$ cat config.mk
export PLATFORM = sky130hd
export DESIGN_NAME = dmem_arbiter
export DESIGN_NICKNAME = d
export VERILOG_FILES = /design/src/rtl/dmem_arbiter.sv
export SDC_FILE = /design/constraint.sdc
export NUM_CORES = 1
export LEC_CHECK = 0
export ABC_AREA = 1
export CORE_AREA = 2 2 116 118
export DETAILED_ROUTE_END_ITERATION = 8
export DIE_AREA = 0 0 118 120
export GPL_ROUTABILITY_DRIVEN = 0
export PLACE_DENSITY = 0.7
export SYNTH_ARGS = -nofsm -noshare
export SYNTH_HDL_FRONTEND = slang
export SYNTH_SLANG_ARGS = --single-unit
$ cat constraint.sdc
create_clock -name clk -period 4.6 [get_ports clk]
set_input_delay 0.92 -clock clk [delete_from_list [all_inputs] [get_ports clk]]
set_output_delay 0.92 -clock clk [all_outputs]
set_load 0.005 [all_outputs]
$ cat src/rtl/dmem_arbiter.sv
// Two-port arbiter sharing the single-port data memory between the MIPS core (port 0) and a host/DMA port (port 1).
// Optional feature macro: DMEM_ARB_RR_EN (round-robin tie-break; fixed priority to port 0 when undefined).
module dmem_arbiter #(
  parameter int DW       = 32,
  parameter int AW       = 32,
  parameter int LOCK_MAX = 8
) (
  input  logic          clk,
  input  logic          reset,
  input  logic          p0_req,
  input  logic          p0_we,
  input  logic [AW-1:0] p0_addr,
  input  logic [DW-1:0] p0_wdata,
  output logic          p0_gnt,
  output logic [DW-1:0] p0_rdata,
  output logic          p0_rvalid,
  input  logic          p1_req,
  input  logic          p1_we,
  input  logic [AW-1:0] p1_addr,
  input  logic [DW-1:0] p1_wdata,
  input  logic          p1_lock,
  output logic          p1_gnt,
  output logic [DW-1:0] p1_rdata,
  output logic          p1_rvalid,
  output logic          mem_we,
  output logic [AW-1:0] mem_addr,
  output logic [DW-1:0] mem_wdata,
  input  logic [DW-1:0] mem_rdata
);

  typedef enum logic {ARB, LOCK1} state_t;

  localparam bit         LOCK_EN = (LOCK_MAX > 1);
  localparam logic [8:0] LOCK_LIM = 9'(LOCK_MAX);

  state_t     r_state, w_state_nxt;
  logic [7:0] r_lock_cnt, w_lock_cnt_nxt;
  logic [8:0] w_lock_cnt_inc;
  logic       r_force_p0, w_force_p0_nxt;
  logic       r_last;
  logic       w_g0, w_g1;

  // NOTE: every variable driven here gets a default first, so no path leaves it unassigned and no latch is inferred.
  always_comb begin
    w_g0 = 1'b0;
    w_g1 = 1'b0;
    if (reset) begin
      if (r_state == LOCK1) begin
        w_g1 = p1_req;
      end else if (p0_req && p1_req) begin
        if (r_force_p0) begin
          w_g0 = 1'b1;
        end else begin
`ifdef DMEM_ARB_RR_EN
          w_g0 = r_last;
          w_g1 = ~r_last;
`else
          w_g0 = 1'b1;
`endif
        end
      end else begin
        w_g0 = p0_req;
        w_g1 = p1_req;
      end
    end
  end

`ifndef DMEM_ARB_RR_EN
  // The pointer is still tracked so switching policy needs no other change.
  logic w_unused_last;
  assign w_unused_last = r_last;
`endif

  assign w_lock_cnt_inc = {1'b0, r_lock_cnt} + 9'd1;

  always_comb begin
    w_state_nxt    = r_state;
    w_lock_cnt_nxt = r_lock_cnt;
    w_force_p0_nxt = 1'b0;
    case (r_state)
      ARB: begin
        if (LOCK_EN && w_g1 && p1_lock) begin
          w_state_nxt    = LOCK1;
          w_lock_cnt_nxt = 8'd1;
        end
      end
      LOCK1: begin
        if (!p1_lock) begin
          w_state_nxt    = ARB;
          w_lock_cnt_nxt = 8'd0;
        end else if (w_lock_cnt_inc >= LOCK_LIM) begin
          // Limit reached: hand the next tie to the core so it cannot starve.
          w_state_nxt    = ARB;
          w_lock_cnt_nxt = 8'd0;
          w_force_p0_nxt = 1'b1;
        end else begin
          w_lock_cnt_nxt = w_lock_cnt_inc[7:0];
        end
      end
      default: begin
        w_state_nxt    = ARB;
        w_lock_cnt_nxt = 8'd0;
      end
    endcase
  end

  // NOTE: state registers use non-blocking assignments so every flop samples pre-edge values.
  always_ff @(posedge clk or negedge reset) begin
    if (!reset) begin
      r_state    <= ARB;
      r_lock_cnt <= 8'd0;
      r_force_p0 <= 1'b0;
      r_last     <= 1'b1;
    end else begin
      r_state    <= w_state_nxt;
      r_lock_cnt <= w_lock_cnt_nxt;
      r_force_p0 <= w_force_p0_nxt;
      if (w_g0)      r_last <= 1'b0;
      else if (w_g1) r_last <= 1'b1;
    end
  end

  always_ff @(posedge clk or negedge reset) begin
    if (!reset) begin
      p0_rvalid <= 1'b0;
      p1_rvalid <= 1'b0;
      p0_rdata  <= '0;
      p1_rdata  <= '0;
    end else begin
      p0_rvalid <= w_g0 & ~p0_we;
      p1_rvalid <= w_g1 & ~p1_we;
      if (w_g0 && !p0_we) p0_rdata <= mem_rdata;
      if (w_g1 && !p1_we) p1_rdata <= mem_rdata;
    end
  end

  always_comb begin
    mem_we    = 1'b0;
    mem_addr  = '0;
    mem_wdata = '0;
    if (w_g0) begin
      mem_we    = p0_we;
      mem_addr  = p0_addr;
      mem_wdata = p0_wdata;
    end else if (w_g1) begin
      mem_we    = p1_we;
      mem_addr  = p1_addr;
      mem_wdata = p1_wdata;
    end
  end

  assign p0_gnt = w_g0;
  assign p1_gnt = w_g1;

endmodule

## Word-level counts from Yosys, hierarchy flattened

Index checks and enable logic that the tools add are counted.

- Reductions and logical operators: 6
- Shift-type cells: 0
- Bitwise gates (word level): 5
- Muxes and demuxes: 20
- Multiply operators: 0
- Div/mod/pow operators: 0
- Order comparisons: 1
- $add $sub $neg: 1
- Equality and inequality tests: 1

Operators by type and width:

| cell | number |
|---|---|
| $mux W32 | 4 |
| $mux W8 | 3 |
| $pmux W8 S2 | 1 |
| $mux W1 | 11 |
| $add A8 B1 Y9 const B | 1 |
| $ge A9 B4 Y1 const B | 1 |
| $logic_and A1 B1 Y1 | 4 |
| $not A1 Y1 | 3 |
| $and A1 B1 Y1 | 2 |
| $logic_not A1 Y1 | 2 |
| $ne A2 B2 Y1 const B | 1 |
| $pmux W1 S2 | 1 |

- Bits in read-only memories: 0
- Memories: 0
- Word-level logic and storage cells: 40
- Latch bits: 0
- Register bits: 75
- Bits in writable memories: 0
- Input port bits: 167

## Longest topological paths before layout

- Depth after elaboration: 7
- Mapped depth: 9
- Depth with buffers taken out: 9

## Worst setup path after synthesis

No wires, ideal clock.

- Kind: input to output
- Start point: input port p0_req
- End point: output port mem_addr[0]
- Required time: 3.680 ns
- Data arrival time: 1.592 ns
- Stages: 6
- Slack: 2.088 ns
- Buffers on the path: 2
- Cells stage by stage: nand2_4 -> nand3_4 -> inv_2 -> buf_4 -> buf_4 -> a22o_1

- Longest elaborated chain between the ends: 6

RTL lines:

| element | line | source |
|---|---|---|
| start, declared | 10 | `input logic p0_req,` |
| $logic_and A1 B1 Y1 | 50 | `end else if (p0_req && p1_req) begin` |
| $mux W1 | 50 |  |
| $mux W1 | 48 | `if (r_state == LOCK1) begin` |
| $mux W1 | 47 | `if (reset) begin` |
| $mux W32 | 145 | `end else if (w_g1) begin` |
| $mux W32 (*) | 141 | `if (w_g0) begin` |
| end, declared | 26 | `output logic [AW-1:0] mem_addr,` |

Every way passes the cells marked *; elsewhere a longest branch is shown, timed or not.

## Worst setup path after layout

- Start point: input port p0_req
- End point: output port mem_wdata[5]

- Longest elaborated chain between the ends: 6

RTL lines:

| element | line | source |
|---|---|---|
| $logic_and A1 B1 Y1 | 50 |  |
| $mux W1 | 50 |  |
| $mux W1 | 48 |  |
| $mux W1 | 47 |  |
| $mux W32 | 145 |  |
| $mux W32 (*) | 141 |  |
| end, declared | 27 | `output logic [DW-1:0] mem_wdata,` |

Marks and branches as above.

==> impl_metrics.tcl <==
set metrics [dict create \
    outcome "finished, final reports clean" \
    crit_family "buffers and inverters" \
    p_per_area_nw_per_um2 413.0 \
    p_leak_nw 3.121 \
    antenna_cells 0 \
    fin_tns_setup_ns 0 \
    nets 852 \
    yosysTopAreaCell "dfrtp_1" \
    rsz0062_at_grt "no" \
    n_fill_cell 1172 \
    ctsResizeCount 0 \
    drive_above_1_share_pct 9.157 \
    grt-ovfl-total 0 \
    synth_commonest_cells "83 x nand2_1, 75 x dfrtp_1, 65 x a22o_1" \
    yosysMostFrequentCell "nand2_1" \
    cp-end-kind "output pin" \
    cts_setup_buffers 0 \
    synth_edf_count 0 \
    cts_hold_buf 0 \
    core_um2 12980 \
    drc 0 \
    max_stage_delay_ns 0.51 \
    start_kind "primary input" \
    arrival_ns 3.00 \
    portBuffers 299 \
    vias 4005 \
    synth-seq-area-share_pct 49.28 \
    cts_sinks 75 \
    holdWs_ns 0.4765 \
    chipHeight_um 120 \
    die_x_um 118 \
    clockBufferDepth 2 \
    cts_tree "yes" \
    tightest_slew_ns 1.052 \
    rows 42 \
    syn-num-nets 563 \
    die_area_um2 14160 \
    fin_crit_sh_pct 85.20 \
    wire_per_inst_um 17.49 \
    final_core_util_pct 54.74 \
    clkTransAtPathRegs_ns 0.06 \
    ant_nets 0 \
    placed_area_um2 6845 \
    htreeDepth 3 \
    pin_count 300 \
    synth.avg_cell_area_um2 9.667 \
    yosysTopAreaCellShare_pct 49.28 \
    drt_iter0_drc 309 \
    routed_wl_mm 15.11 \
    dp_hpwl_mm 12.19 \
    cp_slowest_cell "clkdlybuf4s50_1" \
    grt_pass1_vias 4045 \
    yosysUniqueCellTypes 24 \
    setup_viol 0 \
    crit_type "in2out" \
    area_growth_pct 86.56 \
    cts-root-buf "clkbuf_16" \
    regArea_um2 1877 \
    synth_cells 394 \
    max-cap-violations 0 \
    slew_headroom_pct 29.88 \
    avgViaCountPerCell 4.635 \
    drt_pass1_iterations 4 \
    antenna_found_initial 0 \
    finalHoldViolations 0 \
    multi_input_area_um2 1514 \
    crit_fanout 36 \
    vdd.ir_drop.worst_mv 0.2986 \
    drv_slew 0 \
    grt_max_degree 76 \
    grt_usage_pct 20.85 \
    synthTopCellsByArea "dfrtp_1 49%, a22o_1 15%, nand2_1 8.2%" \
    worst_hold_path_type "reg2reg" \
    grt_pass1_wl_mm 22.75 \
    synth-warning-count 0 \
    skew_ns 0.004583 \
    ys.flop_type "dfrtp_1" \
    postLayoutCellArea_um2 7106 \
    fmax_mhz 255.2 \
    required_ns 3.68 \
    syn_area_um2 3809 \
    numCtsBuffers 9 \
    crit_chain "clkdlybuf4s50_1 -> nand2_4 -> inv_2 -> nand2_2 -> inv_2 -> buf_12 -> a22o_1 -> clkdlybuf4s50_1" \
    period_needed_ns 3.919 \
    synth-seq-cells 75 \
    clk_latency_ns 0.33 \
    start_util_pct 29.34 \
    path_buf_inv 5 \
    power_w 0.002935 \
    ys_async_sr_fraction_pct 100.0 \
]
[area by class of cell]
| class | instances | area share [%] |
|---|---|---|
| timing repair buffer | 304 | 42.97 |
| sequential | 75 | 26.41 |
| multi-input combinational | 245 | 21.31 |
| clock buffer | 9 | 3.170 |
| tap | 176 | 3.099 |
| inverter | 48 | 2.553 |
| clock inverter | 7 | 0.4930 |
[routing by layer]
metal / part of all wire, % / routed length, um / vias to the layer above / global-route usage, %
met3: 9.6 / 1444 / 31 / 8.222
met5: 0 / 0 / - / 0
met4: 4.0 / 603 / 0 / 10.39
met1: 37 / 5568 / 1855 / 22.32
met2: 50 / 7492 / 201 / 35.83
li1: - / - / 1918 / -
[placed cells by master (no fill, tap or decap)]
| master | netlist | final |
|---|---|---|
| clkdlybuf4s50_1 | 0 | 298 |
| nand2_1 | 83 | 83 |
| dfrtp_1 | 75 | 75 |
| a22o_1 | 65 | 65 |
| o21ai_1 | 43 | 43 |
| inv_1 | 41 | 41 |
| o21ai_2 | 26 | 26 |
| nor2_1 | 9 | 9 |
| clkbuf_16 | 0 | 9 |
| clkinv_2 | 1 | 8 |
| inv_2 | 6 | 6 |
| buf_4 | 5 | 4 |
| a21oi_1 | 3 | 3 |
| nor2_2 | 2 | 2 |
| nand3_2 | 2 | 2 |
| nand4_1 | 2 | 2 |
| nand3_1 | 2 | 2 |
| ha_1 | 2 | 2 |
| buf_12 | 0 | 2 |
| nand2_4 | 1 | 1 |
| nand2_2 | 1 | 1 |
| nand3_4 | 1 | 1 |
| nor2_4 | 1 | 1 |
| o21ai_0 | 1 | 1 |
| mux2i_1 | 1 | 1 |
[flip-flops by register name, indices dropped and copies added, names as in the netlist]
register,flops
p0_rdata,32
p1_rdata,32
r_lock_cnt,8
p0_rvalid,1
p1_rvalid,1
r_state,1
[through the flow]
step | std cells | worst slack (ns)
2_1_floorplan | 394 | 2.088
3_3_place_gp | 848 | 0.7616
3_5_place_dp | 848 | 0.6916
4_1_cts | 864 | 0.6841
5_1_grt | 864 | 0.5794
6_report | 864 | 0.6809
[kinds of logic after synthesis]
logic type	Yosys count	synth area share (%)
buffers and inverters	74	10.97
multiplexers	1	0.2628
AND/OR/NAND/NOR	104	11.73
adder cells (fa/ha/maj)	2	0.6569
AO/OA/AOI/OAI	138	27.10
flip-flops	75	49.28
[final timing paths]
kind	start	to	slack, ns	depth (start not counted)
max reg2reg	r_state$_DFF_PN0_	p1_rdata[25]$_DFFE_PN0P_	2.72	7
max in group asynchronous	reset	p1_rdata[7]$_DFFE_PN0P_	3.09	2
max	p0_req	mem_wdata[5]	0.68	8
min in group asynchronous	reset	p0_rdata[20]$_DFFE_PN0P_	0.87	2
min reg2reg	p0_rdata[13]$_DFFE_PN0P_	p0_rdata[13]$_DFFE_PN0P_	0.48	2
min	p0_rdata[13]$_DFFE_PN0P_	p0_rdata[13]$_DFFE_PN0P_	0.48	2
[power by group]
group	switching (W)	total, W	internal (W)
Clock	0.000264	0.000622	0.000358
Combinational	0.000472	0.00128	0.000809
Sequential	0.000140	0.00103	0.000893
Total	0.000876	0.00293	0.00206
[worst reg2reg max path, cell delays in order (launching register included)]
cell and delay [ns]:
dfrtp_1 0.41, inv_2 0.12, nand2_4 0.07, nand3_4 0.09, nor2_4 0.04, inv_2 0.73, nand2_1 0.21, o21ai_1 0.13
No activity file was read; power rests on OpenSTA's default activity.
